==> src/rtl/cache_mem_arbiter.sv <==
// cache_mem_arbiter
//    Shares the single AXI bridge request port between the instruction cache
//    and the data cache. One transaction is in flight at a time. The owner
//    gets the bridge completion forwarded back to it in the same cycle.
//    The data side has priority. After MAX_D_STREAK consecutive D grants
//    made while I was waiting, the next grant goes to I.
//
// Ports
//    clk, rst                  clock, synchronous active-high reset
//    i_req_valid, i_req_addr   icache read request (held until i_res_valid)
//    i_res_valid, i_mrdata     icache completion pulse and read data
//    d_req_*                   dcache read/write request (held until d_res_valid)
//    d_res_valid, d_mrdata     dcache completion pulse and read data
//    m_req_*                   registered request to the bridge
//    m_res_valid, m_mrdata     bridge completion pulse and read data
//    grant_d, grant_i          registered ownership flags (debug/perf)
module cache_mem_arbiter #(
   parameter int ADDR_WIDTH   = 64,
   parameter int LINE_WIDTH   = 128,
   parameter int STRB_WIDTH   = 8,
   parameter int MAX_D_STREAK = 4
) (
   input  logic                  clk,
   input  logic                  rst,
   input  logic                  i_req_valid,
   input  logic [ADDR_WIDTH-1:0] i_req_addr,
   output logic                  i_res_valid,
   output logic [LINE_WIDTH-1:0] i_mrdata,
   input  logic                  d_req_valid,
   input  logic                  d_req_wen,
   input  logic [ADDR_WIDTH-1:0] d_req_addr,
   input  logic [STRB_WIDTH-1:0] d_req_strb,
   input  logic [LINE_WIDTH-1:0] d_req_data,
   output logic                  d_res_valid,
   output logic [LINE_WIDTH-1:0] d_mrdata,
   output logic                  m_req_valid,
   output logic                  m_req_wen,
   output logic [ADDR_WIDTH-1:0] m_req_addr,
   output logic [STRB_WIDTH-1:0] m_req_strb,
   output logic [LINE_WIDTH-1:0] m_req_data,
   input  logic                  m_res_valid,
   input  logic [LINE_WIDTH-1:0] m_mrdata,
   output logic                  grant_d,
   output logic                  grant_i
);

   localparam int STREAK_W = $clog2(MAX_D_STREAK) + 1;

   typedef enum logic [1:0] {
      IDLE   = 2'd0,
      D_BUSY = 2'd1,
      I_BUSY = 2'd2
   } state_t;

   state_t                state_r;
   state_t                state_next_s;
   logic [STREAK_W-1:0]   d_streak_r;
   logic [STREAK_W-1:0]   d_streak_next_s;
   logic                  pick_d_s;
   logic                  pick_i_s;

   // Read data goes to both caches; each qualifies it with its own res_valid.
   assign i_mrdata = m_mrdata;
   assign d_mrdata = m_mrdata;

   // Arbitration, streak bookkeeping, completion routing and next state.
   always_comb begin
      state_next_s    = state_r;
      d_streak_next_s = d_streak_r;
      pick_d_s        = 1'b0;
      pick_i_s        = 1'b0;
      i_res_valid     = 1'b0;
      d_res_valid     = 1'b0;
      case (state_r)
         IDLE: begin
            // D wins unless I is waiting and D has used up its streak.
            if (d_req_valid && (!i_req_valid || (d_streak_r < STREAK_W'(MAX_D_STREAK)))) begin
               pick_d_s     = 1'b1;
               state_next_s = D_BUSY;
               if (i_req_valid) begin
                  if (d_streak_r != {STREAK_W{1'b1}}) begin
                     d_streak_next_s = d_streak_r + STREAK_W'(1);
                  end else begin
                     d_streak_next_s = d_streak_r;
                  end
               end else begin
                  d_streak_next_s = {STREAK_W{1'b0}};
               end
            end else if (i_req_valid) begin
               pick_i_s        = 1'b1;
               state_next_s    = I_BUSY;
               d_streak_next_s = {STREAK_W{1'b0}};
            end else begin
               state_next_s = IDLE;
            end
         end
         D_BUSY: begin
            if (m_res_valid) begin
               d_res_valid  = 1'b1;
               state_next_s = IDLE;
            end else begin
               state_next_s = D_BUSY;
            end
         end
         I_BUSY: begin
            if (m_res_valid) begin
               i_res_valid  = 1'b1;
               state_next_s = IDLE;
            end else begin
               state_next_s = I_BUSY;
            end
         end
         default: begin
            state_next_s = IDLE;
         end
      endcase
   end

   // State, streak counter, registered bridge request and grant flags.
   always_ff @(posedge clk) begin
      if (rst) begin
         state_r     <= IDLE;
         d_streak_r  <= {STREAK_W{1'b0}};
         m_req_valid <= 1'b0;
         m_req_wen   <= 1'b0;
         m_req_addr  <= {ADDR_WIDTH{1'b0}};
         m_req_strb  <= {STRB_WIDTH{1'b0}};
         m_req_data  <= {LINE_WIDTH{1'b0}};
         grant_d     <= 1'b0;
         grant_i     <= 1'b0;
      end else begin
         state_r    <= state_next_s;
         d_streak_r <= d_streak_next_s;
         grant_d    <= (state_next_s == D_BUSY);
         grant_i    <= (state_next_s == I_BUSY);
         if (pick_d_s) begin
            m_req_valid <= 1'b1;
            m_req_wen   <= d_req_wen;
            m_req_addr  <= d_req_addr;
            m_req_strb  <= d_req_strb;
            m_req_data  <= d_req_data;
         end else if (pick_i_s) begin
            // Instruction fetches are always plain reads.
            m_req_valid <= 1'b1;
            m_req_wen   <= 1'b0;
            m_req_addr  <= i_req_addr;
            m_req_strb  <= {STRB_WIDTH{1'b0}};
            m_req_data  <= {LINE_WIDTH{1'b0}};
         end else if (state_next_s == IDLE) begin
            m_req_valid <= 1'b0;
         end else begin
            m_req_valid <= m_req_valid;
         end
      end
   end

endmodule

==> config.mk <==
export PLATFORM = sky130hd
export DESIGN_NAME = cache_mem_arbiter
export DESIGN_NICKNAME = d
export VERILOG_FILES = /design/src/rtl/cache_mem_arbiter.sv
export SDC_FILE = /design/constraint.sdc
export NUM_CORES = 1
export LEC_CHECK = 0
export ABC_AREA = 1
export CAP_MARGIN = 20
export CORE_AREA = 2 2 332 334
export CTS_BUF_LIST = sky130_fd_sc_hd__clkbuf_2
export CTS_CLUSTER_DIAMETER = 120
export DETAILED_ROUTE_END_ITERATION = 8
export DIE_AREA = 0 0 334 336
export GPL_ROUTABILITY_DRIVEN = 0
export SETUP_SLACK_MARGIN = 0.3
export SLEW_MARGIN = 30
export SYNTH_ARGS = -nofsm -noshare
export SYNTH_HDL_FRONTEND = slang
export SYNTH_SLANG_ARGS = --single-unit
==> constraint.sdc <==
create_clock -name clk -period 1.15 [get_ports clk]
set_input_delay 0.1725 -clock clk [delete_from_list [all_inputs] [get_ports clk]]
set_output_delay 0.1725 -clock clk [all_outputs]
set_load 0.01 [all_outputs]
==> out/metrics.cfg <==
[status]
run_status = finished with violations
violations = negative hold slack, negative setup slack

[critical_path]
worst_r2r_path_depth = 11
path_max_fanout = 3
cp-start-kind = flop
cp.required_ns = 0.98
endpoint_kind = output pin
critPathKind = flop to output pin
arrival_ns = 1.97

[cells_and_area]
utilization = 0.2200
drive_above_1_share = 0.4290
layout_commonest_cell = dlygate4sd3_1
areaGrowthSynthToFinish_pct = 140.9
layout.nets = 2560
final_cell_mix = dlygate4sd3_1 (460), clkdlybuf4s50_1 (268), buf_6 (211)

[logic_synthesis]
ys_seq_elements = 209
synth_top_family_by_area = buffers and inverters
avgSynthCellArea_sq_um = 7.478
synth.area.top_cells = dfxtp_1 (42%), buf_4 (21%), nand2_1 (11%), a21oi_1 (10%), nor2_1 (7.5%)
synthSimpleGateAreaFrac = 0.1894
yosysSeqAreaShare = 0.4226
synth.net_count = 1724
yosysTopAreaCell = dfxtp_1
synthAdderAreaFrac = 0.002527
synth_xor_area_frac = 0
synth_compound_area_frac = 0.1390
muxShareOfSynthArea = 0
syn-cell-area_sq_mm = 0.009901
yosysTopAreaCellShare = 0.4226
yosysWarnings = 0
synthCells = 1324
synth.distinct_cells = 20

[power]
swShare = 0.3629
ir_worst_vdd_v = 0.0007010
p_per_area_mw_per_mm2 = 1034
p_leak_nw = 9.775
switchingPower_w = 0.008952
power_w = 0.02467
pwr-share-comb = 0.401
internal_power_w = 0.01571
p_clk_frac = 0.250
p_seq_frac = 0.349

[clocking]
root_buffer = clkbuf_2
insertion_delay_ns = 1.18
numClockSinks = 209
clk_path_buf_depth = 3
cts_tree = built
clkTransAtPathRegs_ns = 0.10
cts_buffers = 60
h-tree-depth = 2
holdBufCountCts = 460

[global_route]
overflow = 0
track_usage = 0.1067
grt_max_degree = 54
grt_pass1_vias = 12650
antenna_found_initial = 5
grt_pass1_wl_mm = 86.58

[detailed_routing]
first_iter_violations = 500
vias = 12590
wl_per_cell_um = 19.36
drc = 0
drt_pass1_iterations = 5
routed_wl_mm = 70.13
via_per_inst = 3.474
drtAntennaViolNets = 0

[floorplan]
die_height_um = 336
core.rowCount = 121
fp.dieW_um = 334
core_area_sq_mm = 0.1084
io_pins = 860
dieArea_sq_mm = 0.1122
start_util = 0.09134

[sta]
period_minus_slack_ns = 2.139
hold_viol_final = 1
worst_slack_ns = -0.9888
fin_crit_sh = 1.860
slew_headroom = 0.5770
fin_skew_ns = 0.1235
setup-tns-final_ns = -281.11
rsz0062_at_grt = yes
worst_pin_slew_ns = 0.6345
setup_violations = 415
hold_ws_ns = -0.07046
maxSlewViolCount = 0
fmax_ghz = 0.4676

[worst_hold_path]
worstHoldPathCells = 5
hp-class = input pin to flop

[placement]
portBuffers = 475
dp_hpwl_mm = 39.71

[run]
maxCapViolCount = 0

==> state kept, by name, summed over array words and instances (netlist names) <==
name	flops
m_req_data	128
m_req_wen	1
grant_d	1
grant_i	1
m_req_valid	1
m_req_strb	8
m_req_addr	64
state_r	2
d_streak_r	3
==> power by group through the flow <==
stage               sequential (W)  combinational, W  clock (W)
floorplan                  0.00866           0.00284          0
global placement           0.00846           0.00574          0
detailed placement         0.00847           0.00572          0
CTS                        0.00855           0.00791    0.00652
global route               0.00869            0.0105    0.00686
finish                     0.00862           0.00989    0.00616
==> repair_timing <==
item | 4_1_cts | 5_1_grt
buffers inserted | 19 | 50
hold endpoints to repair | 209 | 3
pin swaps | 9 | 64
gates cloned | 11 | 18
gates resized for setup | 1158 | 454
setup endpoints to repair | 415 | 415
==> area by class of cell <==
class | count | area, sq um
fillers | 11410 | 84550
diodes | 4 | 10.01
well taps | 1414 | 1769
clock inverters | 27 | 148.9
clock buffers | 80 | 400.4
repair buffers | 1111 | 12220
flip-flops and latches | 209 | 4566
inverters | 8 | 61.31
multi-input cells | 770 | 4672
==> cell usage after synthesis <==
master and count:
nand3_1 4, inv_1 7, ha_1 2, nor2_1 198, inv_2 1, o21a_1 1
nand3_2 1, dfxtp_1 209, a21oi_1 206, nand2_1 288, o21ai_0 48, buf_2 21
buf_4 276, o21ai_1 18, nor3_1 2, buf_1 4, o21bai_1 1, buf_6 11
nor2_4 1, clkbuf_1 25
==> worst max-delay path, stage by stage, from the launching register on <==
cell and delay [ns]:
dfxtp_2 0.35, buf_6 0.11, inv_4 0.04, nor3_4 0.16, buf_6 0.13
==> final timing paths <==
path	start	end	slack, ns
hold reg to reg	m_req_data[20]$_SDFFE_PP0P_	m_req_data[20]$_SDFFE_PP0P_	0.47
hold / removal	d_req_valid	d_streak_r[1]$_SDFFE_PP0P_	-0.07
setup / recovery	state_r[0]$_SDFF_PP0_	d_res_valid	-0.99
setup reg to reg	state_r[1]$_SDFF_PP0_	m_req_addr[10]$_SDFFE_PP0P_	-0.87
==> logic make-up after synthesis <==
kind of cell	Yosys count
flops	209
simple gates	494
buf+inv	345
compound gates	274
fa+ha+maj	2
==> through the flow <==
stage	hold WS [ns]	instances	area, sq um	setup WS (ns)
floorplan	0.3181	1324	10000	-0.05970
global placement	0.3451	2954	15010	-1.088
detailed placement	0.3451	2954	15010	-1.006
CTS	-0.3580	3551	21380	-1.335
global route	-0.2126	3623	23850	-1.265
finish	-0.07046	3623	23850	-0.9888
==> layer usage <==
| layer | vias up | wire, um | GRT usage |
|---|---|---|---|
| li1 | 5684 | - | - |
| met1 | 5822 | 26480 | 0.1143 |
| met2 | 787 | 31200 | 0.1628 |
| met5 | - | 48 | 0.001702 |
| met3 | 287 | 7696 | 0.05594 |
| met4 | 6 | 4701 | 0.07217 |
Note: power is estimated with default switching activity, not from simulation.
